## config.mk

```make
export PLATFORM = sky130hd
export DESIGN_NAME = fib_handshake_bridge
export DESIGN_NICKNAME = d
export VERILOG_FILES = /design/src/rtl/fib_pkg.sv /design/src/rtl/sync_ff.sv /design/src/rtl/fib_handshake_bridge.sv
export SDC_FILE = /design/constraint.sdc
export NUM_CORES = 1
export LEC_CHECK = 0
export ABC_CLOCK_PERIOD_IN_PS = 5150
export CORE_ASPECT_RATIO = 1.1
export CORE_UTILIZATION = 47
export DETAILED_ROUTE_END_ITERATION = 8
export GPL_TIMING_DRIVEN = 0
export PLACE_DENSITY = 0.83
export SETUP_SLACK_MARGIN = 0.15
export SLEW_MARGIN = 20
export SYNTH_ARGS = -nofsm -noshare
export SYNTH_HDL_FRONTEND = slang
export SYNTH_SLANG_ARGS = --single-unit
```

## constraint.sdc

```tcl
create_clock -name clk -period 5.15 [get_ports clk]
set_clock_uncertainty 0.1 [all_clocks]
set_input_delay 1.03 -clock clk [delete_from_list [all_inputs] [get_ports clk]]
set_output_delay 1.03 -clock clk [all_outputs]
set_load 0.01 [all_outputs]
```

## src/rtl/fib_pkg.sv

```systemverilog
// Shared definitions for the fibonacci handshake bridge: FSM encoding and
// the small-index results that are answered locally without the fibonacci unit.
package fib_pkg;

  typedef enum logic [2:0] {
    IDLE    = 3'd0,
    LAUNCH  = 3'd1,
    REQ     = 3'd2,
    RELEASE = 3'd3,
    DRAIN   = 3'd4,
    OUT     = 3'd5
  } state_t;

  // Indices below this value bypass the fibonacci unit.
  localparam int BYPASS_LIMIT = 3;

  function automatic logic [1:0] fib_bypass(input logic [1:0] n);
    case (n)
      2'd0:    fib_bypass = 2'd0;
      2'd1:    fib_bypass = 2'd1;
      2'd2:    fib_bypass = 2'd1;
      default: fib_bypass = 2'd0;
    endcase
  endfunction

endpackage

```

## src/rtl/sync_ff.sv

```systemverilog
// Multi-stage flip-flop synchronizer for a single asynchronous bit.
module sync_ff #(
  parameter int DEPTH = 2
) (
  input  logic clk,
  input  logic rst,
  input  logic d,
  output logic q
);

  logic [DEPTH-1:0] stages;

  always_ff @(posedge clk or posedge rst) begin
    if (rst) begin
      stages <= '0;
    end else begin
      stages <= {stages[DEPTH-2:0], d};
    end
  end

  assign q = stages[DEPTH-1];

endmodule

```

## src/rtl/fib_handshake_bridge.sv

```systemverilog
// Bridges a valid/ready request/response stream onto the four-phase req/fin
// handshake of an asynchronous fibonacci unit, with per-phase timeout.
module fib_handshake_bridge
  import fib_pkg::*;
#(
  parameter int WIDTH       = 32,
  parameter int SYNC_STAGES = 2,
  parameter int TIMEOUT     = 1024
) (
  input  logic             clk,
  input  logic             rst,
  input  logic             in_valid,
  output logic             in_ready,
  input  logic [WIDTH-1:0] in_n,
  output logic             fib_req,
  output logic [WIDTH-1:0] fib_n,
  input  logic             fib_fin,
  input  logic [WIDTH-1:0] fib_result,
  output logic             out_valid,
  input  logic             out_ready,
  output logic [WIDTH-1:0] out_result,
  output logic             out_error,
  output logic             busy
);

  // Handshakes: a transfer happens on a rising edge where valid and ready are
  // both high; valid, once raised, holds its data stable until that transfer.

  localparam int CW = $clog2(TIMEOUT + 1);

  state_t          state, state_next;
  logic [CW-1:0]   tmo_cnt;
  logic            fin_s;
  logic            tmo_hit;

  logic            load_n, load_bypass, capture, finish_ok, finish_err;
  logic            req_set, req_clr, cnt_clr, cnt_run;

  sync_ff #(.DEPTH(SYNC_STAGES)) u_fin_sync (
    .clk (clk),
    .rst (rst),
    .d   (fib_fin),
    .q   (fin_s)
  );

  assign tmo_hit = (tmo_cnt == CW'(TIMEOUT - 1));

  always_ff @(posedge clk or posedge rst) begin
    if (rst) begin
      state <= IDLE;
    end else begin
      state <= state_next;
    end
  end

  always_comb begin
    state_next  = state;
    load_n      = 1'b0;
    load_bypass = 1'b0;
    capture     = 1'b0;
    finish_ok   = 1'b0;
    finish_err  = 1'b0;
    req_set     = 1'b0;
    req_clr     = 1'b0;
    cnt_clr     = 1'b0;
    cnt_run     = 1'b0;
    case (state)
      IDLE: begin
        if (in_valid) begin
          if (in_n < WIDTH'(BYPASS_LIMIT)) begin
            load_bypass = 1'b1;
            state_next  = OUT;
          end else begin
            load_n     = 1'b1;
            state_next = LAUNCH;
          end
        end
      end
      LAUNCH: begin
        // fib_req is registered, so it rises one cycle after fib_n settled.
        req_set    = 1'b1;
        cnt_clr    = 1'b1;
        state_next = REQ;
      end
      REQ: begin
        cnt_run = 1'b1;
        if (fin_s) begin
          capture    = 1'b1;
          req_clr    = 1'b1;
          cnt_clr    = 1'b1;
          state_next = RELEASE;
        end else if (tmo_hit) begin
          req_clr    = 1'b1;
          state_next = DRAIN;
        end
      end
      RELEASE: begin
        cnt_run = 1'b1;
        if (!fin_s) begin
          finish_ok  = 1'b1;
          state_next = OUT;
        end else if (tmo_hit) begin
          state_next = DRAIN;
        end
      end
      DRAIN: begin
        if (!fin_s) begin
          finish_err = 1'b1;
          state_next = OUT;
        end
      end
      OUT: begin
        if (out_ready) begin
          state_next = IDLE;
        end
      end
      default: begin
        state_next = IDLE;
      end
    endcase
  end

  always_ff @(posedge clk or posedge rst) begin
    if (rst) begin
      fib_req    <= 1'b0;
      fib_n      <= '0;
      out_result <= '0;
      out_error  <= 1'b0;
      tmo_cnt    <= '0;
    end else begin
      if (load_n) begin
        fib_n <= in_n;
      end
      if (req_set) begin
        fib_req <= 1'b1;
      end else if (req_clr) begin
        fib_req <= 1'b0;
      end
      if (load_bypass) begin
        out_result <= WIDTH'(fib_bypass(in_n[1:0]));
        out_error  <= 1'b0;
      end else if (capture) begin
        out_result <= fib_result;
      end else if (finish_ok) begin
        out_error <= 1'b0;
      end else if (finish_err) begin
        out_result <= '0;
        out_error  <= 1'b1;
      end
      if (cnt_clr) begin
        tmo_cnt <= '0;
      end else if (cnt_run && !tmo_hit) begin
        tmo_cnt <= tmo_cnt + 1'b1;
      end
    end
  end

  assign in_ready  = (state == IDLE);
  assign out_valid = (state == OUT);
  assign busy      = (state != IDLE);

endmodule

```

---- Word-level counts from Yosys, hierarchy flattened ----
Cells that the tools add are included.
W data, S select, Z words.
storage, ports and cells
  output and inout bits ................... 69
  memories kept ........................... 0
  word-level logic and storage cells ...... 73
  bits in latches ......................... 0
  flip-flop bits (word level) ............. 82
  bits in writable memories ............... 0
  bits in read-only memories .............. 0
operators by class
  bitwise logic cells ..................... 0
  add/sub/neg operators ................... 1
  reduce and logical (&&, ||, !) cells .... 13
  shift-type cells ........................ 0
  div/mod/pow operators ................... 0
  multiply operators ...................... 0
  mux-type cells .......................... 38
  equal/unequal tests ..................... 13
  magnitude comparators ................... 1
operators with widths
  kind                     number
  $mux W32                 4
  $lt A32 B2 Y1 const B    1
  $mux W1                  23
  $mux W11                 2
  $mux W3                  7
  $pmux W3 S6              1
  $add A11 B1 Y11 const B  1
  $eq A11 B10 Y1 const B   1
  $reduce_bool A3 Y1       3
  $eq A3 B2 Y1 const B     2
  $eq A3 B3 Y1 const B     2
  $ne A2 B2 Y1 const B     3
  $reduce_and A2 Y1        2
  $reduce_bool A2 Y1       2
  $reduce_or A2 Y1         2
  $eq A3 B1 Y1 const B     1
  $logic_not A3 Y1         1
  $ne A3 B3 Y1 const B     1
  $reduce_and A3 Y1        1
  $eq A2 B1 Y1 const B     1
  $eq A2 B2 Y1 const B     1
  $ne A2 B1 Y1 const B     1
  $pmux W1 S2              1
  $logic_and A1 B1 Y1      1
  $logic_not A1 Y1         1

---- Logic depth before layout (Yosys ltp) ----
  depth after elaboration ................. 6
  mapped depth ............................ 7

---- By module ----
Synthesis repeated with hierarchy kept, for this count alone.
unflattened totals
  cells, all modules ...................... 266
  area total of the unflattened synthesis .. 3439.5 um2
by module, submodules not included
  module                sequential area each (um2)  times used  area an instance (um2)  cells an instance
  fib_handshake_bridge  2001.9                      1           3385.7                  263
  sync_ff               50.0                        1           53.8                    3

---- Worst setup path after synthesis ----
Ideal clock, no wire load.
  path kind ............................... in2reg
  from .................................... input port in_n[0]
  to ...................................... register fib_n[10]
  stages .................................. 6
  path buffers ............................ 1
  data arrival time ....................... 2314 ps
  setup slack ............................. 2611 ps
  library setup time ...................... 125 ps
  cells stage by stage .................... ha_1 > nor4_1 > nand4_1 > o21bai_4 > buf_6 > mux2_4
between the ends
  word-level cells in the longest chain between the ends .. 4
RTL lines
  what                    line                         source
  start: declaration      fib_handshake_bridge.sv:14   input logic [WIDTH-1:0] in_n,
  $lt A32 B2 Y1           fib_handshake_bridge.sv:70   if (in_n < WIDTH'(BYPASS_LIMIT)) begin
  $mux W1                 fib_handshake_bridge.sv:70
  $mux W1                 fib_handshake_bridge.sv:69   if (in_valid) begin
  $mux W1                 fib_handshake_bridge.sv:67   case (state)
  end signal: assignment  fib_handshake_bridge.sv:132  fib_n <= in_n;
  end: declaration        fib_handshake_bridge.sv:16   output logic [WIDTH-1:0] fib_n,
Every way passes these cells.
A chain may end at the register's enable or synchronous reset.

---- Final worst setup path ----
  from .................................... register state[1]
  to ...................................... output port out_valid
between the ends
  word-level cells in the longest chain between the ends .. 1
RTL lines
  what                      line                         source
  start: declaration        fib_handshake_bridge.sv:31   state_t state, state_next;
  start signal: assignment  fib_handshake_bridge.sv:52   state <= state_next;
  $eq A3 B3 Y1              fib_handshake_bridge.sv:159  assign out_valid = (state == OUT);
  end: declaration          fib_handshake_bridge.sv:19   output logic out_valid,
Every way passes these cells.

==> flow_metrics.env <==
export IMPL_run_status="finished, final reports clean"
export IMPL_ctsResizeCount=0
export IMPL_grt_overflow=0
export IMPL_synthesis_area_mm2=0.003583
export IMPL_dp_cells=497
export IMPL_dieArea_mm2=0.007978
export IMPL_rsz0062_at_grt="false"
export IMPL_layout_drive_gt1_share_pct=14.12
export IMPL_post_route_min_period_ns=3.151
export IMPL_rrSetupSlack_ns=3.00
export IMPL_finalWorstSetupSlack_ns=1.999
export IMPL_ir_drop_mv=0.2801
export IMPL_grt_pass1_vias=2914
export IMPL_intPower_mw=2.028
export IMPL_dr_wl_met3_um=783
export IMPL_hpwlAfterDp_um=6604
export IMPL_reg2reg_depth=6
export IMPL_numClockSinks=82
export IMPL_wl_per_cell_um=17.44
export IMPL_cts_setup_buffers=0
export IMPL_finalCritPeriodShare_pct=61.19
export IMPL_synth_top_family_by_area="compound AO/OA/AOI/OAI gates"
export IMPL_ant_nets=0
export IMPL_tightest_slew_ns=0.6004
export IMPL_synth_edf_count=0
export IMPL_power_switching_uw=964.2
export IMPL_die_x_um=85.26
export IMPL_pwr_density_cell_mw_per_mm2=566.0
export IMPL_rr_endpoint="out_result[31]"
export IMPL_max_cap_violations=0
export IMPL_portBuffers=137
export IMPL_num_io_pins=138
export IMPL_synth_xor_area_share_pct=0.2444
export IMPL_routed_wl_um=8931
export IMPL_critical_path_class="flip-flop to output port"
export IMPL_synth_main_ff_cell="dfrtp_1"
export IMPL_min_path_cells=0
export IMPL_place_congestion=0.9045
export IMPL_finalSetupViolCount=0
export IMPL_die_y_um=93.58
export IMPL_synth_seq_cells=82
export IMPL_rows=33
export IMPL_hp_class="flip-flop to flip-flop"
export IMPL_fmax_ghz=0.3173
export IMPL_clkPwrFrac_pct=15.5
export IMPL_end_kind="output port"
export IMPL_cts_tree="built"
export IMPL_worstPathRequired_ns=4.02
export IMPL_syn_inst=272
export IMPL_hold_buffers=0
export IMPL_layout_nets=492
export IMPL_gr_usage_all_layers_pct=23.96
export IMPL_startpoint_type="flip-flop"
export IMPL_core_mm2=0.007432
export IMPL_firstDrtPassIters=4
export IMPL_synth_compound_area_share_pct=14.25
export IMPL_hold_path_endpoint="u_fin_sync.stages[1]"
export IMPL_rr_startpoint="state[2]"
export IMPL_grt_max_degree=59
export IMPL_hp_start="u_fin_sync.stages[0]"
export IMPL_clock_latency_ns=0.35
export IMPL_leakage_nw=2.342
export IMPL_yosysTopAreaCell="dfrtp_1"
export IMPL_syn_area_per_cell_um2=13.17
export IMPL_grt_pass1_wl_um=14520
export IMPL_top_layer="met4"
export IMPL_pwr_share_seq_pct=36.3
export IMPL_synth_top_area_share_pct=57.26
export IMPL_ff_latch_area_mm2=0.002052
export IMPL_area_growth_pct=47.52
export IMPL_ctsHtreeMaxLevel=3
export IMPL_start_util_pct=48.22
export IMPL_via_per_inst=5.438
export IMPL_slew_violations=0
export IMPL_diodes=0
export IMPL_crit_fanout=10
export IMPL_pwr_share_comb_pct=48.2
export IMPL_clk_path_buf_depth=2
export IMPL_pre_cts_slack_ns=1.805
export IMPL_ys_async_sr_fraction_pct=100.0
export IMPL_drc=0
export IMPL_synth_simple_area_share_pct=10.09
export IMPL_synthTopCellsByArea="dfrtp_1, mux2_4, a22o_1"
export IMPL_cts_clk_slew_worst_paths_ns=0.08
export IMPL_muxShareOfSynthArea_pct=14.04
export IMPL_grt_antenna_before_repair=0
export IMPL_ys_types=42
export IMPL_worstPathArrival_ns=2.02
export IMPL_first_iter_violations=143
export IMPL_synth_fa_ha_area_share_pct=0.6983
export IMPL_multi_input_area_mm2=0.001409
export IMPL_n_fill_cell=516
export IMPL_finalHoldViolations=0
export IMPL_synth_net_count=343
export IMPL_instances_no_fill=512
export IMPL_routed_wl_met2_um=4282
export IMPL_yosys_warnings=0
export IMPL_swShare_pct=32.23
export IMPL_fin_setup_tns_ns=0
export IMPL_root_buffer="clkbuf_8"
export IMPL_cts_inserted_buffers=9
export IMPL_synth_seq_area_share_pct=57.26
export IMPL_vias=2784
export IMPL_slew_headroom_pct=59.82
export IMPL_wirelength_met1_um=3740
==> power groups by stage <==
stage	clock, mW	sequential (mW)	combinational, mW
2_1_floorplan	0	1.18	0.639
3_3_place_gp	0	1.08	1.41
3_5_place_dp	0	1.08	1.45
4_1_cts	0.475	1.09	1.45
5_1_grt	0.509	1.12	1.54
6_report	0.464	1.09	1.44
==> per-stage QoR <==
stage          cell area [µm²]  power, mW  util (%)  hold slack (ns)
6_report                  5286      2.992     71.13           0.2538
5_1_grt                   5286      3.173     71.13           0.2635
4_1_cts                   5286      3.013     71.13           0.2564
3_5_place_dp              5094      2.532     68.54           0.2371
3_3_place_gp              5064      2.491     68.13           0.2394
2_1_floorplan             3583      1.817         -           0.2312
==> cells by family after synthesis <==
kind of cell               after synthesis
muxes                                   35
xor gates and xnor gates                 1
adders and majority gates                2
DFF                                     82
AOI/OAI and AO/OA                       68
buffers and inverters                   20
and+or+nand+nor                         64
==> worst max path at each step <==
stage / start / to / slack (ns) / cells past startpoint
after global routing: state[1] / out_valid / 1.89 / 4
after detailed placement: in_n[13] / fib_n[22] / 1.81 / 6
after CTS: state[1] / out_valid / 2.01 / 4
after floorplan: rst / fib_n[0] / 1.91 / 1
after global placement: rst / u_fin_sync.stages[1] / 0.70 / 2
final: state[1] / out_valid / 2.00 / 4
==> critical path, cell delays in order (launching register included) <==
cell             delay, ns
dfrtp_1               0.46
clkbuf_1              0.24
nor2b_1               0.29
and2_1                0.17
clkdlybuf4s50_1       0.52
==> synthesized netlist by cell type (6+ instances only) <==
| cell type | count |
|---|---|
| nand2_1 | 11 |
| o21ai_0 | 8 |
| clkbuf_1 | 9 |
| dfrtp_1 | 82 |
| nor4_1 | 8 |
| a21oi_1 | 14 |
| nor2_1 | 9 |
| buf_6 | 6 |
| a22o_1 | 31 |
| mux2_4 | 30 |
==> routing by layer <==
layer  track usage [%]  vias to the layer above
met4             8.056                        0
met1             30.33                     1342
li1                  -                     1318
met2             38.10                      112
met3             8.826                       12
met5                 0                        -
==> state kept, by name, summed over array words and instances, names as in the netlist <==
signal             cells
out_error              1
fib_n                 32
fib_req                1
state                  3
tmo_cnt               11
u_fin_sync.stages      2
out_result            32
==> placed cells by master (no fill, tap or decap), types with 8 or more instances in the layout <==
master and instances:
a22o_1 31, nand2_1 11, clkbuf_8 10, a21oi_1 14
nor2_1 9, nor4_1 8, o21ai_0 8, clkdlybuf4s50_1 137
clkbuf_1 10, mux2_4 30, dfrtp_1 82
==> cell type report <==
| cell class | count | share of cell area [%] |
|---|---|---|
| buffer | 17 | 2.107 |
| clock buffer | 11 | 2.675 |
| clock inverter | 4 | 0.9704 |
| inverter | 3 | 0.2604 |
| multi-input combinational | 170 | 26.65 |
| sequential | 82 | 38.82 |
| tap | 87 | 2.059 |
| timing repair buffer | 138 | 26.46 |
(Power assumes the default switching activity.)
